--- config.mk ---
export PLATFORM = sky130hd
export DESIGN_NAME = muldiv_unit
export DESIGN_NICKNAME = d
export VERILOG_FILES = /design/src/rtl/muldiv_pkg.sv /design/src/rtl/muldiv_sign_fix.sv /design/src/rtl/muldiv_unit.sv
export SDC_FILE = /design/constraint.sdc
export NUM_CORES = 1
export LEC_CHECK = 0
export BUFFER_PORTS_ARGS = -buffer_cell sky130_fd_sc_hd__buf_2
export CAP_MARGIN = 15
export CORE_MARGIN = 4
export CORE_UTILIZATION = 39
export DETAILED_ROUTE_END_ITERATION = 8
export HOLD_SLACK_MARGIN = 0.05
export SETUP_SLACK_MARGIN = 0.05
export SYNTH_ARGS = -nofsm -noshare
export SYNTH_HDL_FRONTEND = slang
export SYNTH_SLANG_ARGS = --single-unit
--- constraint.sdc ---
create_clock -name clock -period 6.09 [get_ports clock]
set_clock_uncertainty 0.15 [all_clocks]
set_input_delay 1.5225 -clock clock [delete_from_list [all_inputs] [get_ports clock]]
set_output_delay 1.5225 -clock clock [all_outputs]
set_load 0.05 [all_outputs]
--- src/rtl/muldiv_pkg.sv ---
// muldiv_pkg: shared constants and types for the RV32M multiply/divide unit.
// Holds function encodings, FSM state enum, XLEN default, divide-by-zero quotient.
package muldiv_pkg;

   localparam int XLEN = 32;

   localparam logic [2:0] MD_MUL    = 3'd0;
   localparam logic [2:0] MD_MULH   = 3'd1;
   localparam logic [2:0] MD_MULHSU = 3'd2;
   localparam logic [2:0] MD_MULHU  = 3'd3;
   localparam logic [2:0] MD_DIV    = 3'd4;
   localparam logic [2:0] MD_DIVU   = 3'd5;
   localparam logic [2:0] MD_REM    = 3'd6;
   localparam logic [2:0] MD_REMU   = 3'd7;

   localparam logic [XLEN-1:0] DIV0_QUOTIENT = 32'hFFFF_FFFF;

   typedef enum logic [1:0] {
      IDLE,
      ITER,
      FIX,
      DONE
   } md_state_e;

endpackage

--- src/rtl/muldiv_sign_fix.sv ---
// muldiv_sign_fix: conditional two's-complement negate of a 2*XLEN value plus word select.
// Ports: val_i value, neg_i negate enable, hi_i select upper word, word_o selected word.
module muldiv_sign_fix
   import muldiv_pkg::*;
(
   input  logic [2*XLEN-1:0] val_i,
   input  logic              neg_i,
   input  logic              hi_i,
   output logic [XLEN-1:0]   word_o
);

   logic [2*XLEN-1:0] fixed;

   assign fixed  = neg_i ? (~val_i + 64'd1) : val_i;
   assign word_o = hi_i ? fixed[2*XLEN-1:XLEN] : fixed[XLEN-1:0];

endmodule

--- src/rtl/muldiv_unit.sv ---
// muldiv_unit: iterative radix-2 RV32M multiply/divide with req/resp valid/ready handshakes.
// Ports: clock, reset_n (async low), req_*, muldiv_function, op_a, op_b, flush,
// resp_*, result, busy. Optional MULDIV_EARLY_OUT_EN finishes trivial ops on accept.
module muldiv_unit #(
   parameter int XLEN = 32
) (
   input  logic            clock,
   input  logic            reset_n,
   input  logic            req_valid,
   output logic            req_ready,
   input  logic [2:0]      muldiv_function,
   input  logic [XLEN-1:0] op_a,
   input  logic [XLEN-1:0] op_b,
   input  logic            flush,
   output logic            resp_valid,
   input  logic            resp_ready,
   output logic [XLEN-1:0] result,
   output logic            busy
);
   import muldiv_pkg::*;

   md_state_e   state_q, state_d;
   logic [2:0]  func_q, func_d;
   logic [31:0] opnd_q, opnd_d;
   logic [63:0] acc_q, acc_d;
   logic        neg_q, neg_d;
   logic [4:0]  cnt_q, cnt_d;
   logic [31:0] result_q, result_d;

   logic        in_div, a_sgn, b_sgn, a_neg, b_neg, b_zero, in_neg;
   logic [31:0] a_mag, b_mag, fix_word;
   logic [63:0] fix_val;
   logic        fix_hi;
   logic [32:0] mul_sum, div_tmp, div_diff;
   logic        div_ge;
   logic [63:0] mul_next, div_next;

   assign in_div = muldiv_function[2];
   assign a_sgn  = (muldiv_function == MD_MULH) || (muldiv_function == MD_MULHSU)
                || (muldiv_function == MD_DIV) || (muldiv_function == MD_REM);
   assign b_sgn  = (muldiv_function == MD_MULH) || (muldiv_function == MD_DIV)
                || (muldiv_function == MD_REM);
   assign a_neg  = a_sgn & op_a[31];
   assign b_neg  = b_sgn & op_b[31];
   assign b_zero = (op_b == 32'd0);

   // Divide by zero keeps the quotient positive so it lands on all-ones;
   // the remainder follows the dividend, which restores op_a.
   always_comb begin
      in_neg = a_neg ^ b_neg;
      if (in_div && muldiv_function[1]) begin
         in_neg = a_neg;
      end else if (in_div) begin
         in_neg = (a_neg ^ b_neg) && !b_zero;
      end
   end

   muldiv_sign_fix u_mag_a (
      .val_i  ({32'd0, op_a}),
      .neg_i  (a_neg),
      .hi_i   (1'b0),
      .word_o (a_mag)
   );

   muldiv_sign_fix u_mag_b (
      .val_i  ({32'd0, op_b}),
      .neg_i  (b_neg),
      .hi_i   (1'b0),
      .word_o (b_mag)
   );

   // Multiply: acc = {hi, multiplier}; add multiplicand into hi, shift right.
   assign mul_sum  = {1'b0, acc_q[63:32]} + (acc_q[0] ? {1'b0, opnd_q} : 33'd0);
   assign mul_next = {mul_sum, acc_q[31:1]};

   // Divide: acc = {remainder, dividend/quotient}; restoring step.
   assign div_tmp  = {acc_q[63:32], acc_q[31]};
   assign div_ge   = (div_tmp >= {1'b0, opnd_q});
   assign div_diff = div_tmp - {1'b0, opnd_q};
   assign div_next = {div_ge ? div_diff[31:0] : div_tmp[31:0], acc_q[30:0], div_ge};

   assign fix_hi  = !func_q[2] && (func_q != MD_MUL);
   assign fix_val = !func_q[2] ? acc_q
                  : func_q[1] ? {32'd0, acc_q[63:32]}
                  : {32'd0, acc_q[31:0]};

   muldiv_sign_fix u_fix (
      .val_i  (fix_val),
      .neg_i  (neg_q),
      .hi_i   (fix_hi),
      .word_o (fix_word)
   );

`ifdef MULDIV_EARLY_OUT_EN
   logic        eo_hit;
   logic [31:0] eo_res;

   always_comb begin
      eo_hit = 1'b0;
      eo_res = 32'd0;
      if (in_div && b_zero) begin
         eo_hit = 1'b1;
         eo_res = muldiv_function[1] ? op_a : DIV0_QUOTIENT;
      end else if (((muldiv_function == MD_DIV) || (muldiv_function == MD_REM))
                   && (op_a == 32'h8000_0000) && (op_b == 32'hFFFF_FFFF)) begin
         eo_hit = 1'b1;
         eo_res = muldiv_function[1] ? 32'd0 : 32'h8000_0000;
      end else if (!in_div && ((op_a == 32'd0) || b_zero)) begin
         eo_hit = 1'b1;
         eo_res = 32'd0;
      end
   end
`endif

   always_comb begin
      state_d  = state_q;
      func_d   = func_q;
      opnd_d   = opnd_q;
      acc_d    = acc_q;
      neg_d    = neg_q;
      cnt_d    = cnt_q;
      result_d = result_q;
      unique case (state_q)
         IDLE: begin
            if (req_valid && !flush) begin
               func_d  = muldiv_function;
               neg_d   = in_neg;
               cnt_d   = 5'd0;
               opnd_d  = in_div ? b_mag : a_mag;
               acc_d   = {32'd0, in_div ? a_mag : b_mag};
               state_d = ITER;
`ifdef MULDIV_EARLY_OUT_EN
               if (eo_hit) begin
                  result_d = eo_res;
                  state_d  = DONE;
               end
`endif
            end
         end
         ITER: begin
            acc_d = func_q[2] ? div_next : mul_next;
            cnt_d = cnt_q + 5'd1;
            if (cnt_q == 5'd31) begin
               state_d = FIX;
            end
         end
         FIX: begin
            result_d = fix_word;
            state_d  = DONE;
         end
         DONE: begin
            if (resp_ready) begin
               state_d = IDLE;
            end
         end
         default: state_d = IDLE;
      endcase
      if (flush && (state_q != IDLE)) begin
         state_d = IDLE;
      end
   end

   always_ff @(posedge clock or negedge reset_n) begin
      if (!reset_n) begin
         state_q  <= IDLE;
         func_q   <= 3'd0;
         opnd_q   <= 32'd0;
         acc_q    <= 64'd0;
         neg_q    <= 1'b0;
         cnt_q    <= 5'd0;
         result_q <= 32'd0;
      end else begin
         state_q  <= state_d;
         func_q   <= func_d;
         opnd_q   <= opnd_d;
         acc_q    <= acc_d;
         neg_q    <= neg_d;
         cnt_q    <= cnt_d;
         result_q <= result_d;
      end
   end

   assign req_ready  = (state_q == IDLE);
   assign resp_valid = (state_q == DONE);
   assign busy       = (state_q != IDLE);
   assign result     = result_q;

endmodule

Yosys cells after proc, flatten, opt, wreduce, memory -nomap -nowiden. Index checks and enable logic that the tools add are counted.

Register bits after elaboration: 139. Word-level logic and storage cells: 75.

Add/subtract/negate cells: 6. Magnitude comparators: 1. Equal/unequal tests: 12. Mux-type cells: 22. Bitwise logic cells: 6. Reductions and logical operators: 21.

Operators by type and width (number): 32-bit two-way mux (8); 64-bit two-way mux (4); 64-bit one-hot mux with 2 select lines (1); 32-bit by 1-bit adder with 32-bit output (second input constant) (2); 64-bit by 1-bit adder with 64-bit output (second input constant) (1); 32-bit inverter (2); 64-bit inverter (1); 32-bit by 32-bit adder with 33-bit output (1); 33-bit by 32-bit >= comparator with 1-bit output (1); 32-bit logical NOT (1); 32-bit subtractor (1); 5-bit one-hot mux with 2 select lines (1); 2-bit two-way mux (4); 2-bit one-hot mux with 4 select lines (1); 3-bit == test (second input constant) (2); 3-bit by 1-bit != test with 1-bit output (second input constant) (2); 5-bit by 1-bit adder with 5-bit output (second input constant) (1); 5-bit == test (second input constant) (1); 1-bit logical AND (5); 1-bit logical OR (5); 5-bit two-way mux (1); 2-bit == test (second input constant) (2); 2-bit AND reduction (2); 2-bit nonzero test (2); 12 further kinds (16).

Longest topological paths before layout. Gate-level depths: netlist of the first run.

Depth after elaboration: 9. Depth in mapped cells: 15.

Cells and area by module. From an unflattened synthesis of the first run, not the netlist that was laid out.

Cell total of the unflattened synthesis: 2230. Area, all modules: 17631.9 µm².

By module, submodules not included: muldiv_unit (times used 1, cells each 1305, area each 11454.7 µm²); muldiv_sign_fix at u_fix ... (times used 2, cells each 305, area each 2063.2 µm²); muldiv_sign_fix at u_mag_a (times used 1, cells each 315, area each 2050.7 µm²).

Worst setup path after synthesis of the first run. Ideal clock, no wire load.

Kind: input to register. Start: in op_a[9]. End: reg opnd_q[29]. Setup time: 125 ps. Arrival time: 3858 ps. Slack: 1957 ps. Stages on the path: 9. Cell sequence: or4_1 > or3_1 > nor3_1 > nor3b_2 > nand2_1 > o31a_1 > xnor2_1 > o21ai_1 > mux2_2.

Word-level cells in the longest chain between the ends: 4.

Ends and longest elaborated chain: from (decl) (line muldiv_unit.sv:12) `input logic [XLEN-1:0] op_a,`; 32-bit inverter (line muldiv_sign_fix.sv:14) `assign fixed = neg_i ? (~val_i + 64'd1) : val_i;`; 32-bit by 1-bit adder with 32-bit output (line muldiv_sign_fix.sv:14); 32-bit two-way mux (line muldiv_sign_fix.sv:14); 32-bit two-way mux (line muldiv_unit.sv:129) `opnd_d = in_div ? b_mag : a_mag;`; to (signal assigned) (line muldiv_unit.sv:175) `opnd_q <= opnd_d;`; to (decl) (line muldiv_unit.sv:24) `logic [31:0] opnd_q, opnd_d;`.

No other way between the ends. A chain may end at the register's enable or synchronous reset.

Worst setup path in the final report of the first run.
Start: reg func_q[1]. End: reg result_q[23], in the netlist result[23].

Word-level cells in the longest chain between the ends: 6. Elaborated cells between the ends (all ways): 8. Those cells by class: 1 x add/sub; 4 x mux; 1 x bitwise; 2 x reduce/logical.

Ends and longest elaborated chain: from (decl) (line muldiv_unit.sv:23) `logic [2:0] func_q, func_d;`; from (signal assigned) (line muldiv_unit.sv:174) `func_q <= func_d;`; 32-bit two-way mux (line muldiv_unit.sv:84) `: func_q[1] ? {32'd0, acc_q[63:32]}`; 64-bit two-way mux (line muldiv_unit.sv:83) `assign fix_val = !func_q[2] ? acc_q`; 64-bit inverter (line muldiv_sign_fix.sv:14); 64-bit by 1-bit adder with 64-bit output (line muldiv_sign_fix.sv:14); 64-bit two-way mux (line muldiv_sign_fix.sv:14); 32-bit two-way mux (*) (line muldiv_sign_fix.sv:15) `assign word_o = hi_i ? fixed[2*XLEN-1:XLEN] : fixed[XLEN-1:0];`; to (signal assigned) (line muldiv_unit.sv:179) `result_q <= result_d;`; to (decl) (line muldiv_unit.sv:28) `logic [31:0] result_q, result_d;`.

Mark *: on every way between the ends. The rest lies on a longest branch, timed or not.

==> flow_summary.toml, run 1 <==
[status]
status = "completed"

[cells_and_area]
fin_util_pct = 43.6
nets = 2080
drive_above_1_share_pct = 11.9
final_common_cell = "nor2_1"
layout_common_cells = "nor2_1, a21oi_1, nand2_1, o21ai_0, dfrtp_1"
area_growth_pct = 10.6
diodes = 0

[detailed_routing]
drt_first_pass_iters = 9
wl_um = 52400
viasPerCell = 6.02
wire_per_inst_um = 21.7
via_count = 14500
drc_errors = 0
dr.first_iter.drc_count = 1281
antenna_left = 0

[setup_path]
critical_path_class = "flip-flop to flip-flop"
startpoint_type = "flip-flop"
max_stage_delay_ps = 780
cpMostUsedCell = "nand2_1"
cp-startpoint = "func_q[1]$_DFFE_PN0P_"
cp_slowest_cell = "and2_2"
r2r_start = "func_q[1]$_DFFE_PN0P_"
critical_path.top_delay_family = "simple AND/OR/NAND/NOR gates"
worstPathRequired_ps = 6290
r2r-end = "result[23]$_DFFE_PN0P_"
worstPathMaxFanout = 33
crit_chain = "buf_4 > and2_2 > mux2i_1 > nand2_1 > nor4_2 > nand3_1 > or4_1 > nand2_1 > xnor2_1 > nor2_1 > o41ai_1"
worst-r2r-cell-count = 11
cp_num_cells = 11
r2r_setup_slack_ps = 1460
crit_buf_inv = 1
arrival_ps = 4830
cp-end-kind = "flip-flop"

[clock_network]
clk_pin_slew_ps = 70
cts.repair.resized = 0
cts_buffer_depth = 2
cts_tree = "done"
post_cts_buffers = 0
cts_buffers = 17
htree_levels = 4
cts_root_buffer = "clkbuf_16"
clock-sinks = 139
clock_latency_ps = 460
cts_hold_buffers = 0

[timing]
finalWorstSetupSlack_ps = 1460
finalCritPeriodShare_pct = 76.0
slew_viol_final = 0
rsz0062_at_grt = "no"
timing.fmax_mhz = 216
fin_crit_ps = 4630
hold_viol_final = 0
finalSetupViolCount = 0
tns_ps = 0
slew_headroom_pct = 32.7
hold_ws_ps = 321
worst_pin_slew_ps = 1000

[synth]
synth_flop_cell = "dfrtp_1"
syn_avg_cell_area_um2 = 7.56
yosysWarnings = 0
netlist_instances = 1900
synth-seq-cells = 139
synth-edff-count = 0
ys_types = 85
yosysSeqAreaShare_pct = 24.2
synth_fp_nets = 2047
async_flop_share_pct = 100
synth_area_um2 = 14400

[floorplanning]
core-area_um2 = 36400
rows = 70
ios = 107
initial_utilization_pct = 39.4
die_h_um = 200
die_area_um2 = 40000
die_w_um = 200

[place]
globalplace.congestion = 0.999
pre_cts_slack_ps = 1540
hpwl_um = 40300
port_buffers = 106

[grt]
grt_pass1_vias = 13900
grt_usage_pct = 26.1
gr-total-overflow = 0
antenna_found_initial = 0
grt_max_degree = 78
grt_pass1_wl_um = 81800

[min_path]
hold_class = "flip-flop to flip-flop"
hold_path.startpoint = "result[10]$_DFFE_PN0P_"
hold_depth = 1
whs_endpoint = "result[10]$_DFFE_PN0P_"

[power]
power.share.sequential_pct = 20.8
comb_power_share_pct = 67.8
p_int_mw = 4.42
p_per_area_nw_per_um2 = 622
leakage_nw = 6.87
clkPwrFrac_pct = 11.3
switching_power_mw = 5.46
p_sw_share_pct = 55.2
p_total_mw = 9.88
ir_worst_vdd_v = 0.000259

[job]
maxCapViolCount = 0
[power groups by stage]
stage               Combinational (mW)  Clock (mW)  Sequential, mW
CTS                               6.61        1.13            2.03
finish                            6.70        1.12            2.06
global route                      7.34        1.16            2.09
detailed placement                6.56           0            2.05
global placement                  6.52           0            2.03
floorplan                         4.75           0            1.98
[sequential cells by signal, summed over array words and instances (netlist names)]
signal,count
cnt_q,5
func_q,3
result,32
state_q,2
acc_q,64
opnd_q,32
neg_q,1
[per-stage QoR]
step | std cells | area (um^2)
CTS | 2414 | 15900
floorplan | 1900 | 14400
detailed placement | 2382 | 15300
global route | 2414 | 15900
global placement | 2382 | 15300
finish | 2414 | 15900
[cell type report]
class	count	area (um^2)
tap	468	586
multi-input combinational	1559	10100
inverter	76	285
clock inverter	15	180
timing repair buffer	140	792
sequential	139	3480
clock buffer	17	425
fill	3777	20600
[cells in the mapped netlist (8+ instances only)]
library cell    n  area, um^2
a211oi_1       30         225
a22o_1          9        78.8
nor2_1        225         845
o21ai_1        27         135
xor2_1         61         534
or3_1          12        75.1
o211ai_1       19         143
mux2_2         22         248
nand3_1        26         130
a21oi_1       189         946
o221ai_1       15         131
clkbuf_1      102         383
and3_1         12        75.1
nor4_1         15        93.8
a31oi_1        16         100
and2_1         10        62.6
nand2_1       169         634
nor2b_1        13        81.3
o22ai_1        12        75.1
mux2i_1        68         681
xnor2_1       102         893
a21o_1         40         300
ha_1           73         913
buf_1          14        52.6
o21ai_0       141         706
nand4_1        18         113
o21a_1         13        97.6
nor3_1         46         230
a21boi_0        8        60.1
nand2b_1       25         156
o31ai_1        14         105
a22oi_1        17         128
inv_1          75         282
dfrtp_1       139        3480
[routing by layer]
layer  up-vias  share of wire [%]  routed length, um  GRT usage, %
li1       6906                  -                  -             -
met1      6995                 46              23900          37.1
met2       557                 45              23400          41.2
met3        82                6.8               3570          3.84
met4         0                2.9               1540          8.28
met5         -                  0                  0             0
[worst reg2reg max path, cell delays in order (launching register included)]
cell and delay [ps]:
dfrtp_1 320, buf_4 290, and2_2 790, mux2i_1 510, nand2_1 120, nor4_2 520
nand3_1 510, or4_1 700, nand2_1 110, xnor2_1 120, nor2_1 60, o41ai_1 330
[logic make-up after synthesis]
logic type / Yosys count / share of synthesized area, %
DFF: 139 / 24.2
and+or+nand+nor: 611 / 20.0
adders and majority gates: 75 / 6.64
buffers and inverters: 202 / 5.42
AOI/OAI and AO/OA: 617 / 27.0
xor gates and xnor gates: 163 / 9.94
muxes: 93 / 6.73
[worst max path at each step]
stage,end,slack [ps]
floorplan,opnd_q[29]$_DFFE_PN0P_,1960
global placement,result[23]$_DFFE_PN0P_,1530
detailed placement,opnd_q[27]$_DFFE_PN0P_,1540
CTS,result[23]$_DFFE_PN0P_,1560
global route,result[23]$_DFFE_PN0P_,1170
finish,result[23]$_DFFE_PN0P_,1460
(Power assumes the default switching activity.)
==> run 2, diff against run 1 <==
clock period = 4.1 ns   (was 6.09 ns; I/O delays follow)
==> run 2 against run 1 <==
Register-to-register slack worse by 1200 ps. Flip-flop and latch count stayed put. Combinational power is 60% higher. First-iteration DRC count is 33% higher. Utilization is 1.3 points higher. Count of clock-buffer cells in the layout is 1 higher.
==> flow_summary.toml, run 2 (synthesis gave the netlist of run 1 again) <==
[status]
status = "completed"

[detailed_routing]
antenna_left = 0
wire_per_inst_um = 21.6
wl_um = 53400
viasPerCell = 6.00
drt_first_pass_iters = 6
dr.first_iter.drc_count = 1701
via_count = 14800
drc_errors = 0

[setup_path]
crit_chain = "and2_2 > mux2i_1 > nand2_1 > nor4_2 > nand3_1 > or4_1 > nand2_1 > xnor2_1 > nor2_1 > o41ai_1"
max_stage_delay_ps = 620
cp-end-kind = "flip-flop"
startpoint_type = "flip-flop"
worstPathRequired_ps = 4280
critical_path_class = "flip-flop to flip-flop"
worstPathMaxFanout = 18
arrival_ps = 4000
cp_slowest_cell = "or4_1"
cpMostUsedCell = "nand2_1"
cp-startpoint = "func_q[2]$_DFFE_PN0P_"
r2r_setup_slack_ps = 280
r2r_start = "func_q[2]$_DFFE_PN0P_"

[grt]
grt_use_met2_pct = 40.8
antenna_found_initial = 0
gr-total-overflow = 0
use_met3_pct = 4.04
grt_usage_pct = 26.3
grt_pass1_wl_um = 82100
grt_pass1_vias = 13800
grt_use_met1_pct = 38.4
top_usage_layer = "met2"
grt_max_degree = 108

[clock_network]
cts_buffer_depth = 2
clock_latency_ps = 450
clk_pin_slew_ps = 70
post_cts_buffers = 0
cts_tree = "done"
cts_buffers = 17
cts_hold_buffers = 0
clock-sinks = 139
htree_levels = 4
cts_root_buffer = "clkbuf_16"
cts.repair.resized = 0

[place]
port_buffers = 106
placed_area_um2 = 15700
hpwl_um = 41500
globalplace.congestion = 0.988
placed_cells = 2438

[timing]
hold_ws_ps = 271
fin_crit_ps = 3820
worst_pin_slew_ps = 1080
timing.fmax_mhz = 262
hold_viol_final = 0
rsz0062_at_grt = "no"
slew_headroom_pct = 27.5
slew_viol_final = 0
tns_ps = 0
finalSetupViolCount = 0
finalCritPeriodShare_pct = 93.1

[cells_and_area]
nets = 2136
top_register = "acc_q"
drive_above_1_share_pct = 14.5
layout_common_cells = "nor2_1, a21oi_1, nand2_1, o21ai_0, dfrtp_1"
fin_util_pct = 44.9
diodes = 0
instances_no_fill = 2470
largest_reg_flops = 64
area_growth_pct = 13.9
final_common_cell = "nor2_1"
design_area_um2 = 16400

[job]
maxCapViolCount = 0

[floorplanning]
ios = 107
die_h_um = 200
die_w_um = 200
core-area_um2 = 36400
rows = 70
die_area_um2 = 40000
initial_utilization_pct = 39.4

[min_path]
hold_class = "input pin to asynchronous set/reset pin"

[power]
p_per_area_nw_per_um2 = 927
ir_worst_vdd_v = 0.000407
leakage_nw = 7.17
-- run 2: cell types whose count changed in the layout (fill, tap and decap cells not counted), sizes merged --
cell	before	now
inv	83	80
clkbuf	17	18
clkinv	3	5
buf	140	196
-- run 2: cell type report --
| cell class | instances | area, um^2 |
|---|---|---|
| clock buffer | 18 | 439 |
| inverter | 76 | 285 |
| fill | 3750 | 20100 |
| timing repair buffer | 196 | 1260 |
| multi-input combinational | 1559 | 10100 |
| tap | 468 | 586 |
| sequential | 139 | 3480 |
| clock inverter | 14 | 160 |
-- run 2: routing by layer --
layer / vias up / routed length (um)
li1: 7021 / -
met1: 7111 / 24600
met2: 609 / 23600
met3: 79 / 3900
met4: 0 / 1310
met5: - / 0
-- run 2: where the power goes --
| group | leakage (nW) | switching, mW | internal, mW |
|---|---|---|---|
| logic | 5.15 | 6.65 | 4.01 |
| clock network | 0.286 | 0.720 | 0.926 |
| registers | 1.74 | 0.859 | 1.99 |
| total | 7.17 | 8.23 | 6.93 |
-- run 2: path summary, 6_finish.rpt --
check                                              end  cells past startpoint
worst max-delay path            result[23]$_DFFE_PN0P_                     10
worst min-delay path            result[26]$_DFFE_PN0P_                      1
worst max register to register  result[23]$_DFFE_PN0P_                     10
worst min register to register  result[10]$_DFFE_PN0P_                      1
max in group asynchronous        func_q[2]$_DFFE_PN0P_                      2
min in group clock              result[10]$_DFFE_PN0P_                      1
-- run 2: stage by stage --
stage               worst slack, ps  total power [mW]
detailed placement              140              13.3
floorplan                       465              9.99
global route                   67.3              16.2
global placement                149              13.2
CTS                             171              15.0
finish                          281              15.2
-- run 2: worst max-delay path, delay by kind of cell, from the launching register on --
family / cells / cell delay, ps
muxes: 1 / 580
xor gates and xnor gates: 1 / 120
and+or+nand+nor: 7 / 1960
DFF: 1 / 570
AOI/OAI and AO/OA: 1 / 330
==> run 3, diff against run 2 <==
CTS_BUF_LIST = sky130_fd_sc_hd__clkbuf_8   (was default)
clock period = 4.5 ns   (was 4.1 ns; I/O delays follow)
==> run 3 against run 2 <==
Fmax decreased by 3.6%. Highest routed layer unchanged. Register-to-register slack improved by 260 ps. Largest power group unchanged. Non-clock buffer count decreased by 21. Final area decreased by 2.3%. Sequential power decreased by 8.4%. Power decreased by 13%. Critical path type unchanged. Sequential share of layout area increased by 0.50 points. Critical endpoint is now result[25]$_DFFE_PN0P_. Global-route usage decreased by 0.071 points.
==> flow_summary.toml, run 3 (synthesis gave the netlist of run 1 again) <==
[setup_path]
cp-startpoint = "func_q[2]$_DFFE_PN0P_"
max_stage_delay_ps = 620
cp-end-kind = "flip-flop"
worst-r2r-cell-count = 11
r2r-end = "result[25]$_DFFE_PN0P_"
r2r_setup_slack_ps = 540
crit_chain = "and2_2 > buf_4 > mux2i_1 > o211a_4 > and4b_4 > nand3_2 > or4_4 > o31a_1 > xnor2_1 > nor2_1 > a211o_1"
worstPathRequired_ps = 4740
cp_slowest_cell = "dfrtp_4"
startpoint_type = "flip-flop"
r2r_start = "func_q[2]$_DFFE_PN0P_"
arrival_ps = 4200
worstPathMaxFanout = 22
critical_path_class = "flip-flop to flip-flop"
critPathCapture = "result[25]$_DFFE_PN0P_"

[floorplanning]
die_area_um2 = 40000
ios = 107
die_h_um = 200
die_w_um = 200
initial_utilization_pct = 39.4
rows = 70
core-area_um2 = 36400

[power]
power.share.sequential_pct = 19.7
ir_worst_vdd_v = 0.000267
switching_power_mw = 7.38
p_sw_share_pct = 55.7
p_per_area_nw_per_um2 = 830
p_int_mw = 5.87
leakage_nw = 6.98
comb_power_share_pct = 72.2
clkPwrFrac_pct = 8.1

[detailed_routing]
dr.first_iter.drc_count = 1472
wire_per_inst_um = 21.7
wl_um = 53100
antenna_left = 0
drc_errors = 0
drt_first_pass_iters = 6
viasPerCell = 5.97
via_count = 14600

[min_path]
hold_class = "flip-flop to flip-flop"

[timing]
worst_pin_slew_ps = 893
slew_headroom_pct = 39.9
slew_viol_final = 0
finalSetupViolCount = 0
fin_crit_ps = 3960
hold_viol_final = 0
finalCritPeriodShare_pct = 88.0
tns_ps = 0
timing.fmax_mhz = 252
rsz0062_at_grt = "no"
hold_ws_ps = 330

[clock_network]
clock_latency_ps = 520
cts_tree = "done"
htree_levels = 4
cts_hold_buffers = 0
cts.repair.resized = 0
clock-sinks = 139
cts_buffer_depth = 2
post_cts_buffers = 0
cts_buffers = 17
clk_pin_slew_ps = 90
cts_root_buffer = "clkbuf_8"

[cells_and_area]
drive_above_1_share_pct = 13.4
final_common_cell = "nor2_1"
area_growth_pct = 11.3
num-fill-cells = 3806
largest_reg_flops = 64
top_register = "acc_q"
instances_no_fill = 2449
layout_common_cells = "nor2_1, a21oi_1, nand2_1, o21ai_0, dfrtp_1"
fin_util_pct = 43.8
nets = 2115
diodes = 0

[place]
hpwl_um = 40900
placed_cells = 2417
port_buffers = 106
globalplace.congestion = 0.967

[grt]
grt_pass1_vias = 13800
grt_pass1_wl_um = 81400
gr-total-overflow = 0
grt_max_degree = 80
antenna_found_initial = 0
grt_usage_pct = 26.2

[job]
maxCapViolCount = 0

[status]
status = "completed"
==> run 3: through the flow <==
step / area (um^2) / worst slack [ps] / total power [mW]
4_1_cts: 16000 / 601 / 13.1
3_3_place_gp: 15600 / 395 / 11.9
6_report: 16000 / 539 / 13.3
3_5_place_dp: 15600 / 359 / 12.0
2_1_floorplan: 14400 / 765 / 9.10
5_1_grt: 16000 / 359 / 14.2
==> run 3: power by group through the flow <==
| stage | Combinational, mW | Clock [mW] | Sequential [mW] |
|---|---|---|---|
| floorplan | 6.43 | 0 | 2.67 |
| global placement | 9.29 | 0 | 2.59 |
| detailed placement | 9.35 | 0 | 2.61 |
| CTS | 9.40 | 1.09 | 2.59 |
| global route | 10.4 | 1.13 | 2.68 |
| finish | 9.57 | 1.07 | 2.61 |
==> run 3: worst max-delay path: cells and delay by family (launching register included) <==
kind | cells | cell delay, ps
multiplexers | 1 | 400
buffers and inverters | 1 | 290
flip-flops | 1 | 620
AND/OR/NAND/NOR | 5 | 1410
AO/OA/AOI/OAI | 3 | 800
XOR/XNOR | 1 | 160
==> run 3: worst min-delay path by stage <==
stage,from,to,cells after the start
after floorplan,opnd_q[10]$_DFFE_PN0P_,opnd_q[10]$_DFFE_PN0P_,2
after global placement,result[10]$_DFFE_PN0P_,result[10]$_DFFE_PN0P_,1
after detailed placement,result[10]$_DFFE_PN0P_,result[10]$_DFFE_PN0P_,1
after CTS,result[10]$_DFFE_PN0P_,result[10]$_DFFE_PN0P_,1
after global routing,opnd_q[6]$_DFFE_PN0P_,opnd_q[6]$_DFFE_PN0P_,2
final,result[10]$_DFFE_PN0P_,result[10]$_DFFE_PN0P_,1
==> run 3: layout make-up <==
cell class                      instances  area (um^2)  share of cell area (%)
Multi-Input combinational cell       1559        10100                    63.4
Sequential cell                       139         3480                    21.8
Timing Repair Buffer                  175         1100                    6.92
Tap cell                              468          586                    3.67
Inverter                               76          285                    1.79
Clock buffer                           20          275                    1.72
Clock inverter                         12          113                   0.705
==> run 3: layer usage <==
metal	track usage, %	part of all wire [%]	vias to the layer above
met5	0	0	-
met4	8.53	2.9	0
met3	6.51	8.3	80
met2	40.2	44	574
met1	36.5	45	6988
li1	-	-	6987
